$ cat src/rtl/crossbar_in_buf_if.sv
// Bundle of signals between the per-lane write sources, the input buffer,
// and the downstream N-to-M compacting crossbar.
interface crossbar_in_buf_if #(
  parameter int DATA_W = 16,
  parameter int N      = 6
);
  logic [N-1:0]      wr_valid;
  logic [DATA_W-1:0] wr_data [N];
  logic [N-1:0]      wr_ready;
  logic [N-1:0]      ireq;
  logic [DATA_W-1:0] idata [N];
  logic [N-1:0]      gnt;
  logic [N-1:0]      ovf;

  // Buffer side: takes writes, presents heads and grants.
  modport slave (
    input  wr_valid, wr_data,
    output wr_ready, ireq, idata, gnt, ovf
  );

  // Source/sink side: drives writes, observes the buffer.
  modport master (
    output wr_valid, wr_data,
    input  wr_ready, ireq, idata, gnt, ovf
  );
endinterface

$ cat src/rtl/crossbar_in_buf.sv
// Per-lane input FIFOs in front of an N-to-M compacting crossbar. The grant
// set is computed locally with the same lowest-index-first compaction the
// crossbar uses, so only heads the crossbar will actually route are popped.
module crossbar_in_buf #(
  parameter int DATA_W = 16,
  parameter int N      = 6,
  parameter int M      = 4,
  parameter int DEPTH  = 4
) (
  input  logic             clk,
  input  logic             rst,
  crossbar_in_buf_if.slave buf_if
);
  localparam int PW = $clog2(DEPTH);
  localparam int CW = $clog2(DEPTH + 1);
  localparam int AW = $clog2(N + 1);

  logic [N-1:0] ireq;
  logic [N-1:0] wr_ready;
  logic [N-1:0] gnt;
  logic [N-1:0] ovf;

  // Fixed-priority compaction: grant the first M active lanes from lane 0 up.
  always_comb begin : grant_comb
    logic [AW-1:0] active;
    active = '0;
    gnt    = '0;
    for (int i = 0; i < N; i++) begin
      if (ireq[i]) begin
        if (active < AW'(M)) gnt[i] = 1'b1;
        active = active + AW'(1);
      end
    end
  end

  for (genvar gi = 0; gi < N; gi++) begin : g_lane
    logic [DATA_W-1:0] mem_q [DEPTH];
    logic [PW-1:0]     wr_ptr_q, wr_ptr_d;
    logic [PW-1:0]     rd_ptr_q, rd_ptr_d;
    logic [CW-1:0]     count_q, count_d;
    logic              ovf_q, ovf_d;
    logic              push, pop;

    // Readiness is from the registered count only; a granted full lane still
    // refuses a same-cycle write.
    assign wr_ready[gi] = (count_q < CW'(DEPTH));
    assign ireq[gi]     = (count_q != '0);
    assign push         = buf_if.wr_valid[gi] && wr_ready[gi];
    assign pop          = gnt[gi];

    // Next-state for pointers, occupancy and the sticky overflow flag.
    always_comb begin
      wr_ptr_d = push ? wr_ptr_q + PW'(1) : wr_ptr_q;
      rd_ptr_d = pop  ? rd_ptr_q + PW'(1) : rd_ptr_q;
      count_d  = count_q + CW'(push) - CW'(pop);
      ovf_d    = ovf_q | (buf_if.wr_valid[gi] & ~wr_ready[gi]);
    end

    // Lane state registers with synchronous reset.
    always_ff @(posedge clk) begin
      if (rst) begin
        wr_ptr_q <= '0;
        rd_ptr_q <= '0;
        count_q  <= '0;
        ovf_q    <= 1'b0;
      end else begin
        wr_ptr_q <= wr_ptr_d;
        rd_ptr_q <= rd_ptr_d;
        count_q  <= count_d;
        ovf_q    <= ovf_d;
      end
    end

    // Storage write; contents need no reset since the head is masked when empty.
    always_ff @(posedge clk) begin
      if (push && !rst) mem_q[wr_ptr_q] <= buf_if.wr_data[gi];
    end

    // Head is read from registered state only, so there is no write fall-through.
    assign buf_if.idata[gi] = ireq[gi] ? mem_q[rd_ptr_q] : '0;
    assign ovf[gi]          = ovf_q;
  end

  assign buf_if.wr_ready = wr_ready;
  assign buf_if.ireq     = ireq;
  assign buf_if.gnt      = gnt;
  assign buf_if.ovf      = ovf;
endmodule

$ cat src/flat_wrapper.sv
// flat-port wrapper written by rule: the top's interface ports become plain ports
module crossbar_in_buf_flat 
#(
  parameter int DATA_W = 16,
  parameter int N      = 6,
  parameter int M      = 4,
  parameter int DEPTH  = 4
)
  (clk, rst, buf_if_wr_valid, buf_if_wr_data, buf_if_wr_ready, buf_if_ireq, buf_if_idata, buf_if_gnt, buf_if_ovf);
  crossbar_in_buf_if #(.DATA_W(DATA_W), .N(N)) buf_if_i ();
  input  logic clk;
  input  logic rst;
  input wire logic [$bits(buf_if_i.wr_valid)-1:0] buf_if_wr_valid;
  input wire logic [$bits(buf_if_i.wr_data)-1:0] buf_if_wr_data;
  output wire logic [$bits(buf_if_i.wr_ready)-1:0] buf_if_wr_ready;
  output wire logic [$bits(buf_if_i.ireq)-1:0] buf_if_ireq;
  output wire logic [$bits(buf_if_i.idata)-1:0] buf_if_idata;
  output wire logic [$bits(buf_if_i.gnt)-1:0] buf_if_gnt;
  output wire logic [$bits(buf_if_i.ovf)-1:0] buf_if_ovf;
  assign buf_if_i.wr_valid = buf_if_wr_valid;
  assign buf_if_i.wr_data = {>>{buf_if_wr_data}};
  assign buf_if_wr_ready = buf_if_i.wr_ready;
  assign buf_if_ireq = buf_if_i.ireq;
  assign buf_if_idata = {>>{buf_if_i.idata}};
  assign buf_if_gnt = buf_if_i.gnt;
  assign buf_if_ovf = buf_if_i.ovf;
  crossbar_in_buf #(.DATA_W(DATA_W), .N(N), .M(M), .DEPTH(DEPTH)) u_core (.clk(clk), .rst(rst), .buf_if(buf_if_i));
endmodule
$ cat config.mk
export PLATFORM = sky130hd
export DESIGN_NAME = crossbar_in_buf_flat
export DESIGN_NICKNAME = d
export VERILOG_FILES = /design/src/rtl/crossbar_in_buf_if.sv /design/src/rtl/crossbar_in_buf.sv /design/src/flat_wrapper.sv
export SDC_FILE = /design/constraint.sdc
export NUM_CORES = 1
export LEC_CHECK = 0
export ABC_AREA = 1
export CORE_MARGIN = 2
export CORE_UTILIZATION = 60
export CTS_CLUSTER_SIZE = 16
export DETAILED_ROUTE_END_ITERATION = 10
export DONT_BUFFER_PORTS = 1
export PLACE_DENSITY = 0.76
export RECOVER_POWER = 50
export SKIP_LAST_GASP = 1
export SLEW_MARGIN = 20
export SYNTH_ARGS = -nofsm -noshare
export SYNTH_HDL_FRONTEND = slang
export SYNTH_SLANG_ARGS = --single-unit
$ cat constraint.sdc
create_clock -name clk -period 8.3 [get_ports clk]
set_clock_uncertainty 0.1 [all_clocks]
set_input_delay 1.66 -clock clk [delete_from_list [all_inputs] [get_ports clk]]
set_output_delay 1.66 -clock clk [all_outputs]
set_load 0.005 [all_outputs]
* Word-level counts from Yosys, hierarchy flattened
Memories as Yosys holds them, arrays and structs flattened. A register that Yosys moved wholly into a read port is not among the register bits.
Cells that the tools add are included.
** Storage, ports and cells
- Register bits :: 48
- RAM bits :: 384
- Output and inout port bits :: 120
- Word-level logic and storage cells :: 152
- Memories kept :: 6
** Operators by class
- $add $sub $neg :: 28
- $lt $le $gt $ge :: 11
- Mux-type cells :: 46
- Bitwise gates (word level) :: 18
- Reduce and logical (&&, ||, !) cells :: 19
** Memory list
- u_core.g_lane[0].mem_q :: depth 4, bits a word 16, rd ports 1, clocked after memory_dff 1, wr ports 1, RTL line crossbar_in_buf.sv:37 : logic [DATA_W-1:0] mem_q [DEPTH];
- u_core.g_lane[1].mem_q :: depth 4, bits a word 16, rd ports 1, clocked after memory_dff 1, wr ports 1, RTL line crossbar_in_buf.sv:37
- u_core.g_lane[2].mem_q :: depth 4, bits a word 16, rd ports 1, clocked after memory_dff 1, wr ports 1, RTL line crossbar_in_buf.sv:37
- u_core.g_lane[3].mem_q :: depth 4, bits a word 16, rd ports 1, clocked after memory_dff 1, wr ports 1, RTL line crossbar_in_buf.sv:37
- u_core.g_lane[4].mem_q :: depth 4, bits a word 16, rd ports 1, clocked after memory_dff 1, wr ports 1, RTL line crossbar_in_buf.sv:37
- u_core.g_lane[5].mem_q :: depth 4, bits a word 16, rd ports 1, clocked after memory_dff 1, wr ports 1, RTL line crossbar_in_buf.sv:37
** Operators with widths (number)
- two-way mux 16 bit :: 6
- less-than comparator 3 bit, second input constant :: 10
- adder 2 x 1 -> 2 bit, second input constant :: 12
- two-way mux 1 bit :: 24
- two-way mux 2 bit :: 12
- adder 3 x 1 -> 3 bit :: 6
- nonzero test 3 bit :: 6
- subtractor 3 x 1 -> 3 bit :: 6
- logical AND 1 bit :: 12
- two-way mux 3 bit :: 4
- adder 3 x 1 -> 3 bit, second input constant :: 3
- AND 1 bit :: 6
- inverter 1 bit :: 6
- bitwise OR 1 bit :: 6
- less-than comparator 1 x 3 -> 1 bit, second input constant :: 1
- adder 1 x 1 -> 2 bit, second input constant :: 1
- zero test 1 bit :: 1

* Logic depth before layout (Yosys ltp)
Gate-level depths: netlist of run 1.
- Depth after elaboration :: 15
- Depth in mapped cells :: 24
- Gate-level depth less buffers :: 24

* Least setup slack after synthesis of run 1
Ideal clock, no wire load.
- Kind :: reg-to-output
- From :: register u_core.g_lane[0].count_q[2]
- To :: output port buf_if_gnt[5]
- Data arrival time :: 2.427 ns
- Required time :: 6.540 ns
- Slack :: 4.113 ns
- Cell stages (with the launch flop) :: 17
- Path buffers :: 1
- Cells stage by stage :: dfxtp_1 nor3_2 inv_1 ha_1 inv_1 nand3_1 nand2_1 inv_1 ha_1 a21boi_1 nand2_1 nand2_2 nor2_4 a21oi_2 nand2_2 inv_1 buf_4
** Between the ends
- Word-level cells in the longest chain between the ends :: 13
** Ends and longest elaborated chain
- from (decl) :: RTL line crossbar_in_buf.sv:40 : logic [CW-1:0] count_q, count_d;
- from (signal assigned) :: RTL line crossbar_in_buf.sv:69 : count_q <= count_d;
- nonzero test 3 bit * :: RTL line crossbar_in_buf.sv:47 : assign ireq[gi] = (count_q != '0);
- two-way mux 1 bit * :: RTL line crossbar_in_buf.sv:29 : if (ireq[i]) begin
- adder 1 x 1 -> 2 bit :: RTL line crossbar_in_buf.sv:31 : active = active + AW'(1);
- two-way mux 3 bit * :: RTL line crossbar_in_buf.sv:29
- adder 3 x 1 -> 3 bit :: RTL line crossbar_in_buf.sv:31
- two-way mux 3 bit * :: RTL line crossbar_in_buf.sv:29
- adder 3 x 1 -> 3 bit :: RTL line crossbar_in_buf.sv:31
- two-way mux 3 bit * :: RTL line crossbar_in_buf.sv:29
- adder 3 x 1 -> 3 bit :: RTL line crossbar_in_buf.sv:31
- two-way mux 3 bit * :: RTL line crossbar_in_buf.sv:29
- less-than comparator 3 bit * :: RTL line crossbar_in_buf.sv:30 : if (active < AW'(M)) gnt[i] = 1'b1;
- two-way mux 1 bit * :: RTL line crossbar_in_buf.sv:30
- two-way mux 1 bit * :: RTL line crossbar_in_buf.sv:29
- to (decl) :: RTL line flat_wrapper.sv:18 : output wire logic [$bits(buf_if_i.gnt)-1:0] buf_if_gnt;
Every way passes the cells marked *; elsewhere a longest branch is shown, timed or not.

* Worst setup path after layout of run 1
Ends and elaborated chain as after synthesis.

==> summary.txt, run 1 <==
Timing
  • # setup viols final: 0
  • Rel. slew slack: 21.3%
  • Max frequency: ~210 MHz
  • Final worst-path cycle share: a little under three fifths
  • RSZ-0062 raised after global routing: false
  • Slew Viols, Final: 0
  • Worst-margin pin slew: roughly 1200 ps
  • Total negative slack: 0 ps
  • Endpoints failing hold: 0
  • Worst setup margin: 3560 ps
  • Minimum clock period after layout: between 4000 and 5000 ps

Synthesis
  • Yosys warns: 0
  • Sequential fraction of the synthesis area: a little under three quarters
  • Post-Syn Area: 17,900 sq um
  • Largest area contributor in the netlist: edfxtp_1
  • Ys flop type: edfxtp_1
  • Post-synth ARST share: 0%
  • EDFF count, synth: roughly 380
  • Synth area leaders: edfxtp_1 (65%), nor2_1 (9.2%), dfxtp_1 (6.7%)
  • Mean Syn Cell Area: around 12 sq um
  • Post-synth top cells: nor2_1 (438), edfxtp_1 (384), o21ai_0 (220)
  • Post-Synthesis Cells: approximately 1,500
  • Count leader, synth: nor2_1
  • Synth Register Bits: roughly 440
  • Syn nets: ~1,700
  • Synth unique cells: 29
  • Share of the synthesized area in the top cell type: about 65%

Place
  • Gpl congestion: about 0.78
  • Port Buffers: 0
  • DP Worst Slack: 4080 ps
  • Inst Count DP: between 1,500 and 2,000
  • DP HPWL: around 21 mm

Worst setup path
  • R2R setup slack: around 4300 ps
  • Worst EP arrival: 2980 ps
  • RR Startpoint: u_core.g_lane[0].count_q[2]
  • Worst Setup EP: buf_if_gnt[5]
  • Register-to-Register Path Depth: 23
  • Startpoint types: register
  • Critical path class: register to output port
  • Crit-path max FO: 7
  • Critical path launch point: u_core.g_lane[0].count_q[2]
  • Reg2reg end: u_core.g_lane[5].count_q[2]
  • CP required: ~6500 ps
  • CP Capture Type: output port

Routing
  • DRC: 0
  • WL final: 34.1 mm
  • DR pass1 iterations: 5
  • Drt via density: about 5.5
  • Via Count: 10,700
  • Per-cell routed wire length: approximately 18 um
  • Antenna Nets Post-Route: 0
  • DR iter-0 viols: slightly above 800

Global routing
  • Largest net degree at the start of global routing: 34
  • Vias in the first global route: approximately 10,000
  • GRT overflow: 0
  • First-pass GRT wire length: roughly 53 mm
  • Initial antenna violation count: 0
  • Tot GR Track Use: a little over a fifth

Clocking
  • Post-CTS setup buffer count: 0
  • Clock transition at path regs: ~60 ps
  • CTS Buf Count: between 40 and 50
  • Clock Path Buffers: 3
  • CTS tree: yes
  • H-tree levels: 2
  • Hold buffer count at CTS: 0
  • Root buffer cell: clkbuf_16
  • Clk Latency, worst-skew pair: 540 ps
  • # clock sinks: about 440
  • PostCTS Resize Cnt: 0

Hold path
  • Worst min-delay path category: register to register

Power
  • Power per cell area: 342 nW/um^2
  • Static leakage: ~0.007 uW
  • Peak VDD IR: 325 uV

Job
  • Max Cap Violations: 0

Floorplanning
  • Die area: around 31,000 sq um
  • I/O Pins: between 200 and 250
  • Initial Utilization: between 60% and 70%
  • Die X-Extent: around 180 um
  • Vert. Die Dim: about 180 um
  • Core area: 29,500 sq um
  • Number of cell rows: 63

Layout
  • Area growth syn-to-layout: 9.52%
  • Fillers: about 2,100
  • Layout cells sized above 1: 6.92%
  • Nets: roughly 1,700
  • Area taken by multi-input logic gates: between 4000 and 5000 sq um
  • Number of diodes: 0
  • Sequential cell area: ~13,000 sq um
  • Final Non-Filler Cells: 1,937

Status
  • Status: finished clean
where the power goes:
part	switching, uW	leakage [uW]	total, uW	internal [uW]
clock network	784	0.000678	1920	1130
logic	1330	0.00227	1930	600
registers	204	0.00398	2850	2640
worst max-delay path: stages (launching register included):
cell      delay, ps
dfxtp_1         360
nor3_2          210
inv_1           180
ha_1            380
inv_1            50
nand3_1         110
nand2_1          80
inv_1            60
ha_1            160
a21boi_1        150
nand2_1          70
nand2_2          90
nor2_4           70
a21oi_2         220
nand2_2          90
inv_1           160
final cells by class:
| cell class | instances | share of cell area, % |
|---|---|---|
| Timing Repair Buffer | 28 | 0.959 |
| Multi-Input combinational cell | 892 | 22.2 |
| Sequential cell | 444 | 65.1 |
| Clock inverter | 27 | 1.42 |
| Clock buffer | 52 | 5.78 |
| Tap cell | 390 | 2.49 |
| Inverter | 104 | 2.01 |
registers in the layout, summed over array words and instances, names as in the netlist, named ones only:
register and flops:
u_core.g_lane.mem_q 384, u_core.g_lane.wr_ptr_q 12, u_core.g_lane.rd_ptr_q 12, u_core.g_lane.count_q 18, u_core.g_lane.ovf_q 6
cell families after synthesis:
kind of cell | share of synthesized area, %
AO/OA/AOI/OAI | 10.0
XOR/XNOR | 0.343
adder cells (fa/ha/maj) | 3.33
buffers and inverters | 4.34
flip-flops | 71.3
AND/OR/NAND/NOR | 10.7
layer usage:
metal | GRT usage [%] | vias up | wire (um)
li1 | - | 5197 | -
met1 | 26.3 | 5105 | 13500
met2 | 36.6 | 345 | 16700
met3 | 6.57 | 58 | 3140
met4 | 6.82 | 0 | 821
met5 | 0 | - | 0
stage by stage:
stage                     power (uW)  util, %  area, sq um  hold WS, ps
after floorplan                 4380        -        17900          312
after global placement          4770     61.7        18200          320
after detailed placement        4840     61.7        18200          328
after CTS                       6760     66.5        19600          341
after global routing            7110     66.4        19600          362
final                           6690     66.4        19600          347
cells in the final DEF, fill, tap and decap left out, types with 2 or more instances in the layout:
cell	instances
edfxtp_1	384
nor3_2	3
buf_4	22
dfxtp_1	58
inv_2	4
inv_6	2
bufinv_16	5
nor2_1	435
nand2_2	3
o21ai_0	220
clkinvlp_4	3
nor2_4	2
fa_1	6
nand3_1	2
a21oi_1	132
nor2_2	4
ha_1	38
clkinv_2	5
clkinv_1	11
clkbuf_16	44
xor2_1	6
dfxtp_2	2
nand2_1	33
clkbuf_1	14
inv_1	98
worst min path at each step:
stage	from	to	slack, ps	depth (start not counted)
6_report	u_core.g_lane[0].rd_ptr_q[1]	register	350	1
5_1_grt	u_core.g_lane[0].rd_ptr_q[1]	u_core.g_lane[0].rd_ptr_q[1]	360	1
4_1_cts	u_core.g_lane[0].rd_ptr_q[1]	register	340	1
3_5_place_dp	u_core.g_lane[0].rd_ptr_q[1]	register	330	1
3_3_place_gp	u_core.g_lane[1].rd_ptr_q[1]	register	320	1
2_1_floorplan	u_core.g_lane[1].rd_ptr_q[1]	register	310	1
Note: power is estimated with default switching activity, not from simulation.
==> run 2: changes to the inputs <==
--- a/config.mk
+++ b/config.mk
@@ -7,11 +7,11 @@
 export LEC_CHECK = 0
 export ABC_AREA = 1
 export CORE_MARGIN = 2
-export CORE_UTILIZATION = 60
+export CORE_UTILIZATION = 57
 export CTS_CLUSTER_SIZE = 16
 export DETAILED_ROUTE_END_ITERATION = 10
 export DONT_BUFFER_PORTS = 1
-export PLACE_DENSITY = 0.76
+export PLACE_DENSITY = 0.75
 export RECOVER_POWER = 50
 export SKIP_LAST_GASP = 1
 export SLEW_MARGIN = 20
==> constraint.sdc (replaced) <==
create_clock -name clk -period 4 [get_ports clk]
set_clock_uncertainty 0.1 [all_clocks]
set_input_delay 0.8 -clock clk [delete_from_list [all_inputs] [get_ports clk]]
set_output_delay 0.8 -clock clk [all_outputs]
set_load 0.005 [all_outputs]
==> run 2 against run 1 <==
  * Register-to-register slack got worse by 4000 ps
  * Clock power is 110% higher
  * Setup slack got worse by 3300 ps
  * Wire length rose by 2.7%
  * Sequential cell count is the same
  * Highest routed layer unchanged
  * Total power grew 110%
  * Utilization is 2.1 points lower
  * Largest power group unchanged
  * Critical path depth is the same
  * Die area is 5.1% higher
  * Combinational power rose by 130%
  * Via count up 0.20%
==> summary.txt, run 2 (synthesis results as in run 1) <==
Timing
  • Worst-margin pin slew: 1140 ps (-40.0 ps)
  • Minimum clock period after layout: between 3000 and 4000 ps
  • Final hold slack: 235 ps (-112 ps)
  • Total negative slack: 0 ps (unchanged)
  • Slew Viols, Final: 0 (unchanged)
  • Max frequency: between 200 and 300 MHz
  • RSZ-0062 raised after global routing: false
  • Final worst-path cycle share: a little over nine tenths
  • Endpoints failing hold: 0 (unchanged)
  • Rel. slew slack: 23.9% (+2.7 points)
  • # setup viols final: 0 (unchanged)

Worst setup path
  • Crit-path slowest cell: dfxtp_1
  • RR Startpoint: u_core.g_lane[1].count_q[2]
  • Startpoint types: register
  • Critical path class: register to output port
  • CP Capture Type: output port
  • Worst EP arrival: 2840 ps (-140 ps)
  • Crit-path max FO: 17 (+10)
  • Critical path buffer and inverter count: 4 (unchanged)
  • Reg2reg end: u_core.g_lane[5].count_q[2]
  • Slowest stage delay, CP: 310 ps (-70 ps)
  • R2R setup slack: 330 ps (-3960 ps)
  • Crit path max-delay family: simple AND/OR/NAND/NOR gates
  • Critical path's most frequent cell: nand2_1
  • Sequence of cells on the critical path: nor3_2, buf_4, ha_1, nand2_1, nand2_1, inv_1, ha_1, a21boi_1, nand2_1, nand2_2, nor2_4, a21oi_2, nand2_2, inv_1, buf_4
  • Register-to-Register Path Depth: 22 (-4.3%)
  • CP required: 3100 ps (-3440 ps)

Global routing
  • GRT overflow: 0 (unchanged)
  • Grt met3 use: 6.57% (about the same)
  • Tot GR Track Use: 21.1% (-0.34 points)
  • Vias in the first global route: 10,800 (+5.2%)
  • First-pass GRT wire length: 55.1 mm (+4.5%)
  • Initial antenna violation count: 0 (unchanged)
  • Met2 Use GR: 36.0% (-0.62 points)
  • Largest net degree at the start of global routing: 34 (unchanged)
  • Met1 Use GR: 25.7% (-0.60 points)
  • GR peak layer: met2

Floorplanning
  • Initial Utilization: 58.1% (-2.5 points)
  • Number of cell rows: 64 (+1.6%)
  • Vert. Die Dim: 181 um (+2.5%)
  • Die area: 32,800 sq um (+5.1%)
  • Core area: 30,700 sq um (+4.3%)
  • I/O Pins: 224 (unchanged)
  • Die X-Extent: 181 um (+2.5%)

Power
  • Combinational share of power: 30.8% (+2.0 points)
  • Net load switching power: 4850 uW (+110%)
  • Internal power: 9290 uW (+110%)
  • Clock Power Share: 28.7% (about the same)
  • Sequential share of power: 40.5% (-2.1 points)
  • Power per cell area: 716 nW/um^2 (+110%)
  • Switching Fraction: 34.3% (-0.31 points)
  • Static leakage: 0.00704 uW (+1.7%)
  • Peak VDD IR: 442 uV (+36%)

Layout
  • Area taken by multi-input logic gates: 4360 sq um (+0.23%)
  • Area growth syn-to-layout: 10.5%
  • Sequential cell area: 12,700 sq um (about the same)
  • Largest Register: u_core.g_lane.mem_q
  • Commonest non-fill, non-tap cells in the layout: nor2_1 (439), edfxtp_1 (384), o21ai_0 (220)
  • Fillers: 2,224 (+5.0%)
  • Layout cells sized above 1: 7.66% (+0.75 points)
  • Biggest regs: u_core.g_lane.mem_q x384, u_core.g_lane.count_q x18
  • Number of diodes: 0 (unchanged)
  • Commonest non-fill, non-tap cell in the layout: nor2_1
  • Nets: 1,681 (+1.1%)
  • Max FFs per register: 384 (unchanged)

Routing
  • DRC: 0 (unchanged)
  • Drt via density: 5.47 (-1.1%)
  • Antenna Nets Post-Route: 0 (unchanged)
  • WL final: 35.0 mm (+2.7%)
  • Per-cell routed wire length: 17.8 um (+1.4%)
  • DR iter-0 viols: 901 (+9.1%)
  • DR pass1 iterations: 6 (+1)
  • Via Count: 10,700 (+0.20%)

Clocking
  • Clock Path Buffers: 3 (unchanged)
  • Clk Latency, worst-skew pair: 520 ps (-20 ps)
  • Clock transition at path regs: 60 ps (about the same)
  • CTS tree: yes
  • Hold buffer count at CTS: 0 (unchanged)
  • H-tree levels: 2 (unchanged)
  • # clock sinks: 444 (unchanged)
  • CTS Buf Count: 44 (unchanged)
  • Root buffer cell: clkbuf_16
  • Post-CTS setup buffer count: 0 (unchanged)

Hold path
  • Hold Path Stages: 1 (unchanged)
  • Worst min-delay path category: primary input to register
  • Worst Hold Launch: rst
  • Worst Hold End: u_core.g_lane[0].ovf_q

Place
  • Gpl congestion: 0.785 (about the same)
  • Port Buffers: 0 (unchanged)
  • DP HPWL: 21.5 mm (+1.5%)

Job
  • Max Cap Violations: 0 (unchanged)

Status
  • Status: finished clean
## run 2: changes by cell type in the layout (fill, tap and decap cells not counted), sizes merged
| cell | before | now |
|---|---|---|
| buf | 22 | 40 |
| clkbuf | 58 | 69 |
| clkinv | 18 | 12 |
| clkinvlp | 3 | 1 |
| inv | 105 | 103 |
## run 2: worst max path at each step
stage / startpoint / end / slack [ps] / cells past startpoint
floorplan: u_core.g_lane[0].count_q[2] / u_core.g_lane[5].count_q[2] / 250 / 23
finish: u_core.g_lane[1].count_q[2] / buf_if_gnt[5] / 260 / 15
CTS: u_core.g_lane[1].count_q[1] / buf_if_gnt[5] / 190 / 16
global placement: u_core.g_lane[0].count_q[2] / u_core.g_lane[5].count_q[2] / 390 / 23
global route: u_core.g_lane[0].count_q[0] / u_core.g_lane[5].count_q[2] / 8 / 23
detailed placement: u_core.g_lane[0].count_q[2] / u_core.g_lane[5].count_q[2] / 300 / 23
## run 2: layout make-up
| type | instances | share of cell area, % |
|---|---|---|
| flip-flops and latches | 444 | 64.5 |
| multi-input cells | 892 | 22.1 |
| inverters | 104 | 1.99 |
| clock inverters | 17 | 1.06 |
| clock buffers | 62 | 6.23 |
| repair buffers | 47 | 1.65 |
| well taps | 396 | 2.51 |
## run 2: per-layer routing
layer	part of all wire [%]	up-vias
met3	8.9	56
met4	2.3	0
met2	49	380
li1	-	5229
met1	40	5061
met5	0	-
## run 2: stage by stage
stage / worst slack (ps) / cell area, sq um / cells / utilization, % / total power [uW]
after floorplan: 251 / 17900 / 1526 / - / 9100
after global placement: 389 / 18300 / 1883 / 59.6 / 10000
after detailed placement: 301 / 18300 / 1883 / 59.6 / 10200
after CTS: 190 / 19800 / 1962 / 64.3 / 14300
after global routing: 7.56 / 19700 / 1962 / 64.2 / 15100
final: 256 / 19700 / 1962 / 64.2 / 14100
## run 2: power groups by stage
stage / clock network (uW) / registers (uW) / logic [uW]
after CTS: 4130 / 5730 / 4410
after global routing: 4320 / 5760 / 4990
final: 4060 / 5730 / 4360
after global placement: 0 / 5810 / 4240
after floorplan: 0 / 5730 / 3360
after detailed placement: 0 / 5820 / 4380
## run 2: repair_timing
item / 4_1_cts / 5_1_grt
endpoints found under the hold margin: 0 / 0
setup endpoints to repair: 0 / 2
resized for setup: 0 / 1
